===== config.mk =====
export PLATFORM = sky130hd
export DESIGN_NAME = input_fetch_agu
export DESIGN_NICKNAME = d
export VERILOG_FILES = /design/src/rtl/input_fetch_agu.sv
export SDC_FILE = /design/constraint.sdc
export NUM_CORES = 1
export LEC_CHECK = 0
export BUFFER_PORTS_ARGS = -buffer_cell sky130_fd_sc_hd__buf_2
export CAP_MARGIN = 20
export CORE_MARGIN = 1.5
export CORE_UTILIZATION = 30
export CTS_CLUSTER_SIZE = 40
export DETAILED_ROUTE_END_ITERATION = 8
export GPL_TIMING_DRIVEN = 0
export PLACE_DENSITY = 0.52
export SYNTH_ARGS = -nofsm -noshare
export SYNTH_HDL_FRONTEND = slang
export SYNTH_SLANG_ARGS = --single-unit
export TNS_END_PERCENT = 5

===== constraint.sdc =====
create_clock -name clk -period 4.5 [get_ports clk]
set_clock_uncertainty 0.15 [all_clocks]
set_input_delay 0 -clock clk [delete_from_list [all_inputs] [get_ports clk]]
set_output_delay 0 -clock clk [all_outputs]
set_load 0.02 [all_outputs]

===== src/rtl/input_fetch_agu.sv =====
// input_fetch_agu: raster-order tile fetch from the Input SRAM into a 2-deep ready/valid stream.
//   Parameters: ADDR_W (SRAM word-address width), DATA_W (SRAM/stream data width).
//   Control: clk, rst (sync, active-high), start_i, abort_i, busy_o, done_o.
//   Tile config (latched on start): base_i, cols_i, rows_i, stride_i, pad_i.
//   SRAM: mem_cs_o, mem_oe_o, mem_addr_o, mem_w_req_o, mem_w_data_o, mem_r_data_i (1-cycle read latency).
//   Stream: data_o, valid_o, ready_i, last_o.
//   Optional feature macro: FETCH_ZERO_PAD_EN (zero-pad border of pad_i words around the tile).
`ifndef WRITE_DIS
`define WRITE_DIS 4'b1111
`endif

module input_fetch_agu #(
    parameter int ADDR_W = 18,
    parameter int DATA_W = 32
) (
    input  logic              clk,
    input  logic              rst,
    input  logic              start_i,
    input  logic              abort_i,
    input  logic [ADDR_W-1:0] base_i,
    input  logic [9:0]        cols_i,
    input  logic [9:0]        rows_i,
    input  logic [ADDR_W-1:0] stride_i,
    input  logic [1:0]        pad_i,
    output logic              mem_cs_o,
    output logic              mem_oe_o,
    output logic [ADDR_W-1:0] mem_addr_o,
    output logic [3:0]        mem_w_req_o,
    output logic [DATA_W-1:0] mem_w_data_o,
    input  logic [DATA_W-1:0] mem_r_data_i,
    output logic [DATA_W-1:0] data_o,
    output logic              valid_o,
    input  logic              ready_i,
    output logic              last_o,
    output logic              busy_o,
    output logic              done_o
);
    typedef enum logic [1:0] {IDLE, FETCH, DRAIN, DONE} state_t;
    state_t r_state, w_next;
    logic [ADDR_W-1:0] r_stride, r_row_ptr, w_stride, w_ptr, w_addr;
    logic [9:0] r_cols, r_rows, w_cols, w_rows;
    logic [10:0] r_col, r_row, w_col, w_row, w_ecols, w_erows;
    logic [1:0] r_cnt, w_wi;
    logic [DATA_W-1:0] r_q0, r_q1, w_cap;
    logic r_l0, r_l1, r_infl, r_infl_zero, r_infl_last;
    logic w_idle, w_go, w_empty, w_abort, w_pop, w_room, w_issue, w_row_end, w_last, w_int, w_adv;

    // In IDLE the first word is issued straight from the inputs so data reaches the stream two cycles after start.
    assign w_idle   = (r_state == IDLE);
    assign w_cols   = w_idle ? cols_i : r_cols;
    assign w_rows   = w_idle ? rows_i : r_rows;
    assign w_stride = w_idle ? stride_i : r_stride;
    assign w_ptr    = w_idle ? base_i : r_row_ptr;
    assign w_col    = w_idle ? 11'd0 : r_col;
    assign w_row    = w_idle ? 11'd0 : r_row;

`ifdef FETCH_ZERO_PAD_EN
    logic [1:0]  r_pad, w_pad;
    logic [10:0] w_pad11;
    assign w_pad   = w_idle ? pad_i : r_pad;
    assign w_pad11 = {9'd0, w_pad};
    assign w_ecols = {1'b0, w_cols} + {8'd0, w_pad, 1'b0};
    assign w_erows = {1'b0, w_rows} + {8'd0, w_pad, 1'b0};
    assign w_int   = (w_row >= w_pad11) && (w_row < w_pad11 + {1'b0, w_rows})
                  && (w_col >= w_pad11) && (w_col < w_pad11 + {1'b0, w_cols});
    assign w_addr  = w_ptr + ADDR_W'(w_col - w_pad11);
    // The row pointer tracks interior rows only, so it stays at base through the top border.
    assign w_adv   = (w_row >= w_pad11);
`else
    logic w_unused_pad;
    assign w_unused_pad = ^pad_i;
    assign w_ecols = {1'b0, w_cols};
    assign w_erows = {1'b0, w_rows};
    assign w_int   = 1'b1;
    assign w_addr  = w_ptr + ADDR_W'(w_col);
    assign w_adv   = 1'b1;
`endif

    assign w_empty   = (w_ecols == 11'd0) || (w_erows == 11'd0);
    assign w_go      = w_idle && start_i;
    assign w_abort   = abort_i && (r_state == FETCH || r_state == DRAIN);
    assign w_pop     = valid_o && ready_i;
    // A pop in this cycle frees a slot, which is what allows one word per cycle.
    assign w_room    = ({1'b0, r_cnt} + {2'd0, r_infl}) < (3'd2 + {2'd0, w_pop});
    assign w_issue   = w_room && ((w_go && !w_empty) || (r_state == FETCH && !abort_i));
    assign w_row_end = (w_col == w_ecols - 11'd1);
    assign w_last    = w_row_end && (w_row == w_erows - 11'd1);
    assign w_wi      = r_cnt - {1'b0, w_pop};
    assign w_cap     = r_infl_zero ? '0 : mem_r_data_i;

    assign mem_cs_o     = w_issue && w_int;
    assign mem_oe_o     = mem_cs_o;
    assign mem_addr_o   = mem_cs_o ? w_addr : '0;
    assign mem_w_req_o  = `WRITE_DIS;
    assign mem_w_data_o = '0;
    assign valid_o      = (r_cnt != 2'd0);
    assign data_o       = valid_o ? r_q0 : '0;
    assign last_o       = valid_o && r_l0;
    assign busy_o       = !w_idle;
    assign done_o       = (r_state == DONE);

    always_ff @(posedge clk) begin
        if (rst) r_state <= IDLE;
        else r_state <= w_next;
    end

    always_comb begin
        w_next = r_state;
        case (r_state)
            IDLE:    w_next = !w_go ? IDLE : w_empty ? DONE : w_last ? DRAIN : FETCH;
            FETCH:   w_next = abort_i ? IDLE : (w_issue && w_last) ? DRAIN : FETCH;
            DRAIN:   w_next = abort_i ? IDLE : (r_cnt == 2'd0 && !r_infl) ? DONE : DRAIN;
            default: w_next = IDLE;
        endcase
    end

    always_ff @(posedge clk) begin
        if (rst) begin
            r_cols      <= '0;
            r_rows      <= '0;
            r_stride    <= '0;
            r_row_ptr   <= '0;
            r_col       <= '0;
            r_row       <= '0;
            r_cnt       <= '0;
            r_q0        <= '0;
            r_q1        <= '0;
            r_l0        <= 1'b0;
            r_l1        <= 1'b0;
            r_infl      <= 1'b0;
            r_infl_zero <= 1'b0;
            r_infl_last <= 1'b0;
`ifdef FETCH_ZERO_PAD_EN
            r_pad       <= '0;
`endif
        end else begin
            if (w_go) begin
                r_cols   <= cols_i;
                r_rows   <= rows_i;
                r_stride <= stride_i;
`ifdef FETCH_ZERO_PAD_EN
                r_pad    <= pad_i;
`endif
            end
            if (w_issue) begin
                r_col     <= w_row_end ? 11'd0 : w_col + 11'd1;
                r_row     <= w_row_end ? w_row + 11'd1 : w_row;
                r_row_ptr <= (w_row_end && w_adv) ? w_ptr + w_stride : w_ptr;
            end
            r_infl_zero <= !w_int;
            r_infl_last <= w_last;
            if (w_abort) begin
                r_infl <= 1'b0;
                r_cnt  <= '0;
            end else begin
                r_infl <= w_issue;
                r_cnt  <= r_cnt + {1'b0, r_infl} - {1'b0, w_pop};
                if (w_pop) begin
                    r_q0 <= r_q1;
                    r_l0 <= r_l1;
                end
                // Write slot is computed after the pop so a full FIFO that pops and captures keeps order.
                if (r_infl && w_wi == 2'd0) begin
                    r_q0 <= w_cap;
                    r_l0 <= r_infl_last;
                end
                if (r_infl && w_wi == 2'd1) begin
                    r_q1 <= w_cap;
                    r_l1 <= r_infl_last;
                end
            end
        end
    end
endmodule


# After elaboration in Yosys (flattened, before gate mapping)
# Index checks and enable logic that the tools add are counted.
[totals]
regBits = 150
latchBits = 0
ram_bits = 0
romBits = 0
out_inout_bits = 92
n_memories = 0
[op_classes]
n_addsub = 11
mul = 0
div = 0
n_lt_le_gt_ge = 1
eq_ne = 6
shift = 0
n_mux = 23
n_bitwise = 1
reduce_logical = 29
[ops]
columns = ["cell", "n"]
rows = [
  ["32-bit 2-to-1 mux", 3],
  ["18-bit 2-to-1 mux", 4],
  ["11-bit 2-to-1 mux", 4],
  ["11-bit by 1-bit adder with 11-bit output, second input constant", 2],
  ["11-bit == test", 2],
  ["11-bit zero test", 2],
  ["10-bit by 1-bit subtractor with 11-bit output, second input constant", 2],
  ["10-bit 2-to-1 mux", 2],
  ["18-bit by 11-bit adder with 18-bit output", 1],
  ["18-bit adder", 1],
  ["1-bit logical AND", 12],
  ["2-bit 2-to-1 mux", 6],
  ["2-bit zero test", 3],
  ["2-bit case mux with 3 select lines", 1],
  ["2-bit by 1-bit == test with 1-bit output, second input constant", 2],
  ["2-bit == test, second input constant", 2],
  ["1-bit zero test", 4],
  ["2-bit AND reduction", 2],
  ["2-bit nonzero test", 2],
  ["2-bit by 1-bit subtractor with 2-bit output", 2],
  ["2-bit by 1-bit adder with 3-bit output", 1],
  ["2-bit by 1-bit adder with 3-bit output, first input constant", 1],
  ["1-bit logical OR", 3],
  ["3-bit less-than comparator", 1],
  ["4 further kinds", 6],
]

# Depth between registers and ports, before layout
# Gate-level depths: netlist of the first run.
[logic_depth]
depth_word = 12
ltp_mapped = 22
mapped_depth_nobuf = 14

# Least setup slack after synthesis of the first run
# No wires, ideal clock.
[synth_path]
path_type = "register to output"
start = "reg r_state[0]"
end = "out mem_addr_o[12]"
t_arrival_ns = 4.578
path_slack_ns = -0.228
stages_incl_launch_ff = 21
cell_sequence = "dfxtp_1 inv_1 ha_1 buf_4 buf_6 buf_6 buf_4 buf_2 buf_2 buf_2 mux2_2 ha_1 fa_1 a21o_1 a21oi_1 o21bai_1 a211oi_1 nor3_1 nor4_1 o21ai_0 a21oi_1"
[synth_via]
elab_chain_len = 9
word_cells_on_any_way = 17
[synth_rtl]
columns = ["item", "line", "rtl"]
rows = [
  ["start, declared", "39", "state_t r_state, w_next;"],
  ["start signal, assigned", "104", "else r_state <= w_next;"],
  ["parallel branches: the longest is 8 deep, another holds 18-bit by 11-bit adder with 18-bit output", "-", ""],
  ["18-bit 2-to-1 mux *", "93", "assign mem_addr_o = mem_cs_o ? w_addr : '0;"],
  ["end, declared", "27", "output logic [ADDR_W-1:0] mem_addr_o,"],
]
# Every way passes the cells marked *.

# Worst setup path in the final report of the first run
[layout_path]
start = "reg r_state[1]"
end = "out mem_addr_o[14]"
# The elaborated chain is that of the path after synthesis.

==> impl_metrics.env, run 1 <==
export IMPL_outcome="finished, final reports clean"
export IMPL_fmax_mhz=227
export IMPL_via_per_inst=4.91
export IMPL_yosysWarnings=0
export IMPL_die_area_um2=33900
export IMPL_gp_routability_congestion=0.868
export IMPL_slew_headroom=0.443
export IMPL_core_um2=32500
export IMPL_synth_cell_types=67
export IMPL_worst_setup_path_start_kind="flip-flop"
export IMPL_die_h_um=184
export IMPL_path_clk_slew_ps=70
export IMPL_ys_async_sr_fraction=0
export IMPL_grt_pass1_vias=9269
export IMPL_antenna_cells=0
export IMPL_p_seq_frac=0.304
export IMPL_start_util=0.304
export IMPL_syn_to_final_growth_pct=34.4
export IMPL_cap_violations=0
export IMPL_dp_hpwl_um=24500
export IMPL_wl_per_cell_um=16.5
export IMPL_core_rowCount=66
export IMPL_cp_max_fo=11
export IMPL_fin_cells=2036
export IMPL_min_path_type="input pin to flip-flop"
export IMPL_grt_util_all_layers=0.197
export IMPL_synthCells=1274
export IMPL_cts_buffers=17
export IMPL_grt_overflow=0
export IMPL_power_share_switching=0.416
export IMPL_cts_tree="yes"
export IMPL_holdWs_ps=3.25
export IMPL_layout_commonest_cell="nand2_1"
export IMPL_fin_crit_sh=0.977
export IMPL_wl_um=33600
export IMPL_cts_htree_levels=4
export IMPL_avgSynthCellArea_um2=7.74
export IMPL_switchingPower_mw=2.37
export IMPL_mostFrequentLayoutCells="nand2_1 (216), buf_2 (149), dfxtp_1 (148)"
export IMPL_maxSlewViolCount=0
export IMPL_cp_arrival_ps=4250
export IMPL_cpPeakStageDelay_ps=360
export IMPL_hp_start="base_i[13]"
export IMPL_worstSetupStartpoint="r_state[1]$_SDFF_PP0_"
export IMPL_grt_pass1_wl_um=51200
export IMPL_p_per_area_nw_per_um2=431
export IMPL_crit_top_cell="buf_12"
export IMPL_port_buffers=148
export IMPL_synth_edff_count=0
export IMPL_ir_worst_vdd_mv=0.274
export IMPL_postRouteAntennaNets=0
export IMPL_drive_above_1_share=0.215
export IMPL_worst_slew_pin_slew_ps=836
export IMPL_period_needed_ps=4400
export IMPL_pin_count=187
export IMPL_gr_usage_met3=0.0275
export IMPL_hold_viol=0
export IMPL_report_final_setup_viol=0
export IMPL_p_leak_nw=5.61
export IMPL_ys_seq_area_frac=0.305
export IMPL_ys_seq_elements=150
export IMPL_chipWidth_um=184
export IMPL_worstSkewPairLatency_ps=450
export IMPL_place_inst=1898
export IMPL_ctsRootBufferMaster="clkbuf_16"
export IMPL_critPathRequiredTime_ps=4350
export IMPL_grt_busiest_layer="met2"
export IMPL_reg2reg_from="r_state[0]$_SDFF_PP0_"
export IMPL_clk_path_buf_depth=2
export IMPL_nets=1720
export IMPL_crit_chain="inv_2 -> ha_4 -> buf_12 -> buf_12 -> buf_16 -> buf_12 -> mux2_4 -> ha_4 -> fa_2 -> a21o_1 -> a21oi_2 -> o21bai_2 -> a211oi_2 -> nor3_2 -> nor4_2 -> buf_4 -> o31ai_1 -> a21oi_2 -> buf_4"
export IMPL_synthFlopType="dfxtp_1"
export IMPL_p_int_mw=3.33
export IMPL_criticalPathCategory="flip-flop to primary output"
export IMPL_drc_errors=0
export IMPL_antenna_found_initial=0
export IMPL_p_comb_frac=0.435
export IMPL_grtUsageMet1=0.264
export IMPL_cts_num_sinks=150
export IMPL_firstDrtPassIters=7
export IMPL_grt_max_degree=19
export IMPL_initialDrtViolationCount=707
export IMPL_dr_total_vias=9990
export IMPL_synthesis_area_um2=9850
export IMPL_slowest_stage="dfxtp_2"
export IMPL_clkPwrFrac=0.260
export IMPL_met2_usage=0.328
export IMPL_cp_end_kind="primary output"
## routing by layer
layer  share of wire  wire length (µm)
met1            0.47             15800
met2            0.47             15700
met3           0.043              1450
met4           0.019               622
met5               0                 0
## sequential cells by signal, indices dropped and copies added (netlist names)
signal,count
r_q0,32
r_q1,32
r_row_ptr,18
r_stride,18
r_col,11
r_row,11
r_cols,10
r_rows,10
r_cnt,2
r_state,2
r_infl,1
r_infl_last,1
r_l0,1
r_l1,1
## worst max-delay path, delay by kind of cell, from the launching register on
family / cells / cell delay (ps)
AO/OA/AOI/OAI: 6 / 1090
adder cells (fa/ha/maj): 3 / 710
buffers and inverters: 7 / 960
flip-flops: 1 / 360
multiplexers: 1 / 320
AND/OR/NAND/NOR: 2 / 320
## synth_stat cells, types with 15 or more instances
| library cell | instances | area (µm²) |
|---|---|---|
| nor3_1 | 30 | 150 |
| mux2_2 | 31 | 349 |
| a31oi_1 | 18 | 113 |
| a211oi_1 | 35 | 263 |
| a21oi_1 | 124 | 621 |
| nor4_1 | 15 | 93.8 |
| nor2b_1 | 22 | 138 |
| ha_1 | 42 | 526 |
| nand2_1 | 217 | 815 |
| o21ai_0 | 48 | 240 |
| clkbuf_1 | 53 | 199 |
| mux2i_1 | 53 | 531 |
| nand3_1 | 42 | 210 |
| xor2_1 | 19 | 166 |
| xnor2_1 | 44 | 385 |
| nor2_1 | 92 | 345 |
| buf_4 | 42 | 315 |
| dfxtp_1 | 150 | 3000 |
| inv_1 | 23 | 86.3 |
| and2_1 | 38 | 238 |
## timing repair
| action | CTS | global route |
|---|---|---|
| endpoints found under the setup margin | 64 | 60 |
| endpoints found under the hold margin | 124 | 0 |
| setup buffers | 13 | 10 |
| resized for setup | 81 | 11 |
| hold buffers | 87 | 0 |
| pin swaps | 14 | 9 |
## path summary, 6_finish.rpt
check,end,slack (ps),depth (start not counted)
setup / recovery,mem_addr_o[14],100,19
hold / removal,r_row_ptr[13]$_SDFFE_PP0P_,3,4
setup reg to reg,r_state[0]$_SDFF_PP0_,280,17
hold reg to reg,r_l1$_SDFFE_PP0P_,300,2
## power by group through the flow
stage                     clock, mW  sequential [mW]  combinational (mW)
final                          1.49             1.74                2.48
after global routing           1.56             1.77                2.73
after CTS                      1.51             1.74                2.47
after detailed placement          0             1.76                2.30
after global placement            0             1.75                2.28
after floorplan                   0             1.72                1.67
## final cells by class
type / instances / area [µm²]
fill: 3363 / 19200
multi-input combinational: 1022 / 6480
sequential: 150 / 3010
timing repair buffer: 258 / 1800
buffer: 109 / 712
tap: 442 / 553
clock buffer: 17 / 425
clock inverter: 15 / 185
inverter: 23 / 86.3
## stage by stage
step | power [mW] | util | instance area (µm²) | TNS, ps | setup slack [ps]
6_report | 5.71 | 0.408 | 13200 | 0 | 104
3_3_place_gp | 4.04 | 0.348 | 11300 | -105120 | -2000
2_1_floorplan | 3.39 | - | 9990 | -195 | -53.9
3_5_place_dp | 4.07 | 0.348 | 11300 | -103100 | -2000
5_1_grt | 6.07 | 0.408 | 13200 | -35.8 | -13.4
4_1_cts | 5.72 | 0.406 | 13200 | -370 | -62.1
## cell families after synthesis
group                      after synthesis  synth area share
xor gates and xnor gates                63            0.0560
muxes                                   84            0.0893
DFF                                    150             0.305
and+or+nand+nor                        514             0.248
other                                    2          0.000762
adders and majority gates               44            0.0574
AOI/OAI and AO/OA                      281             0.171
buffers and inverters                  136            0.0724
No activity file was read; power rests on OpenSTA's default activity.
==> run 2: changes to the inputs <==
Settings changed: CORE_UTILIZATION 30 to 36, PLACE_DENSITY 0.52 to 0.6.
==> run 2 against run 1 <==
Compared with the run above: clock power is essentially flat; core utilization rose by 8.2 points; first-iteration DRC count grew 1.6%; cell count fell by 4.7%.
==> impl_metrics.env, run 2 (synthesis results as in run 1) <==
export IMPL_min_path_type="input pin to flip-flop"
export IMPL_port_buffers=148
export IMPL_initialDrtViolationCount=718
export IMPL_core_um2=26900
export IMPL_core_rowCount=60
export IMPL_clkPwrFrac=0.261
export IMPL_r2r_slack_ps=250
export IMPL_gp_routability_congestion=0.895
export IMPL_dr_total_vias=10100
export IMPL_fmax_mhz=230
export IMPL_drive_above_1_share=0.217
export IMPL_nets=1726
export IMPL_reg2reg_to="r_row_ptr[15]$_SDFFE_PP0P_"
export IMPL_worst_slew_pin_slew_ps=800
export IMPL_drc_errors=0
export IMPL_clk_path_buf_depth=2
export IMPL_cts_num_sinks=150
export IMPL_grt_overflow=0
export IMPL_p_comb_frac=0.434
export IMPL_start_util=0.367
export IMPL_p_int_mw=3.34
export IMPL_report_final_setup_viol=0
export IMPL_p_per_area_nw_per_um2=431
export IMPL_pin_count=187
export IMPL_syn_to_final_growth_pct=33.7
export IMPL_die_h_um=168
export IMPL_path_clk_slew_ps=70
export IMPL_tns_ps=0
export IMPL_postRouteAntennaNets=0
export IMPL_grt_max_degree=20
export IMPL_ctsRootBufferMaster="clkbuf_16"
export IMPL_place_inst=1797
export IMPL_die_area_um2=28400
export IMPL_worst_setup_path_start_kind="flip-flop"
export IMPL_via_per_inst=5.22
export IMPL_wl_per_cell_um=16.5
export IMPL_min_to="r_row_ptr[12]$_SDFFE_PP0P_"
export IMPL_cp_end_kind="primary output"
export IMPL_layout_commonest_cell="nand2_1"
export IMPL_chipWidth_um=168
export IMPL_power_share_switching=0.413
export IMPL_p_leak_nw=5.64
export IMPL_fin_cells=1941
export IMPL_antenna_found_initial=0
export IMPL_cp_arrival_ps=4210
export IMPL_wl_um=32100
export IMPL_firstDrtPassIters=5
export IMPL_cap_violations=0
export IMPL_switchingPower_mw=2.35
export IMPL_hp_start="base_i[12]"
export IMPL_dp_hpwl_um=23200
export IMPL_antenna_cells=0
export IMPL_reg_largest_list="r_q0: 32 flops, r_q1: 32 flops"
export IMPL_nFillCells=2663
export IMPL_hold_viol=0
export IMPL_whs_path_depth=4
export IMPL_holdWs_ps=12.5
export IMPL_fin_crit_sh=0.968
export IMPL_criticalPathCategory="flip-flop to primary output"
export IMPL_ir_worst_vdd_mv=0.266
export IMPL_p_total_mw=5.68
export IMPL_cts_buffers=17
export IMPL_period_needed_ps=4360
export IMPL_worstSkewPairLatency_ps=440
export IMPL_cp_max_fo=11
export IMPL_grt_pass1_wl_um=50300
export IMPL_slew_headroom=0.466
export IMPL_reg2reg_from="r_state[0]$_SDFF_PP0_"
export IMPL_p_seq_frac=0.304
export IMPL_maxSlewViolCount=0
export IMPL_grt_pass1_vias=9450
export IMPL_worst_slack_ps=143
export IMPL_pre_cts_ws_ps=-1920
export IMPL_critPathRequiredTime_ps=4350
export IMPL_grt_util_all_layers=0.225
export IMPL_cts_htree_levels=4
export IMPL_rr_worst_depth=17
export IMPL_mostFrequentLayoutCells="nand2_1 (216), buf_2 (149), dfxtp_1 (148)"
export IMPL_cts_tree="yes"
export IMPL_outcome="finished, final reports clean"
run 2: cell types whose count changed in the layout (fill, tap and decap cells not counted), sizes merged:
cell / delta
clkinvlp: -1
clkinv: +1
buf: +7
dlygate4sd3: -1
run 2: critical path, stage by stage (launching register included):
cell	delay [ps]
dfxtp_2	350
inv_2	60
ha_4	170
buf_8	140
buf_12	130
buf_16	140
buf_12	140
mux2_4	320
ha_4	170
fa_2	410
a21o_1	180
a21oi_2	170
o21bai_2	90
a211oi_2	300
buf_4	160
buf_4	90
buf_4	90
buf_4	90
nor3b_1	40
nor2_1	140
xor2_1	160
nor2_1	60
buf_4	150
run 2: what timing repair did:
action                                 CTS  global route
setup endpoints to repair               64            58
hold buffers                            86             0
endpoints found under the hold margin  121             0
setup buffers                           20            10
pin swaps                               12             9
gates resized for setup                 78             7
cloned                                   0             0
run 2: routing by layer:
metal	track usage	wire (µm)
met3	0.0426	1910
met5	0	0
met1	0.294	14500
met4	0.0679	714
met2	0.377	14900
run 2: worst max-delay path by stage:
stage	start	endpoint	slack, ps	cells after the start
finish	r_state[0]$_SDFF_PP0_	mem_addr_o[8]	140	22
CTS	r_state[1]$_SDFF_PP0_	r_row_ptr[17]$_SDFFE_PP0P_	3	19
global placement	r_state[0]$_SDFF_PP0_	r_state[0]$_SDFF_PP0_	-1900	21
detailed placement	r_state[0]$_SDFF_PP0_	r_state[0]$_SDFF_PP0_	-1920	21
global route	r_state[0]$_SDFF_PP0_	mem_addr_o[8]	-4	22
floorplan	r_state[0]$_SDFF_PP0_	r_row[5]$_SDFFE_PP0P_	-50	20
run 2: area by class of cell:
cell class | count | area [µm²] | area share
multi-input cells | 1022 | 6500 | 0.493
flip-flops and latches | 150 | 3010 | 0.228
repair buffers | 264 | 1840 | 0.139
plain buffers | 109 | 694 | 0.0527
well taps | 341 | 427 | 0.0324
clock buffers | 17 | 425 | 0.0323
clock inverters | 15 | 201 | 0.0153
inverters | 23 | 86.3 | 0.00655
run 2: power by group through the flow:
| stage | clock [mW] | sequential (mW) | combinational, mW |
|---|---|---|---|
| 2_1_floorplan | 0 | 1.72 | 1.67 |
| 3_3_place_gp | 0 | 1.75 | 2.25 |
| 3_5_place_dp | 0 | 1.76 | 2.29 |
| 4_1_cts | 1.50 | 1.73 | 2.45 |
| 5_1_grt | 1.57 | 1.77 | 2.72 |
| 6_report | 1.49 | 1.73 | 2.47 |
run 2: stage by stage:
stage          utilization  instance area [µm²]
6_report             0.490                13200
3_5_place_dp         0.415                11200
2_1_floorplan            -                 9990
4_1_cts              0.488                13100
5_1_grt              0.490                13200
3_3_place_gp         0.415                11200
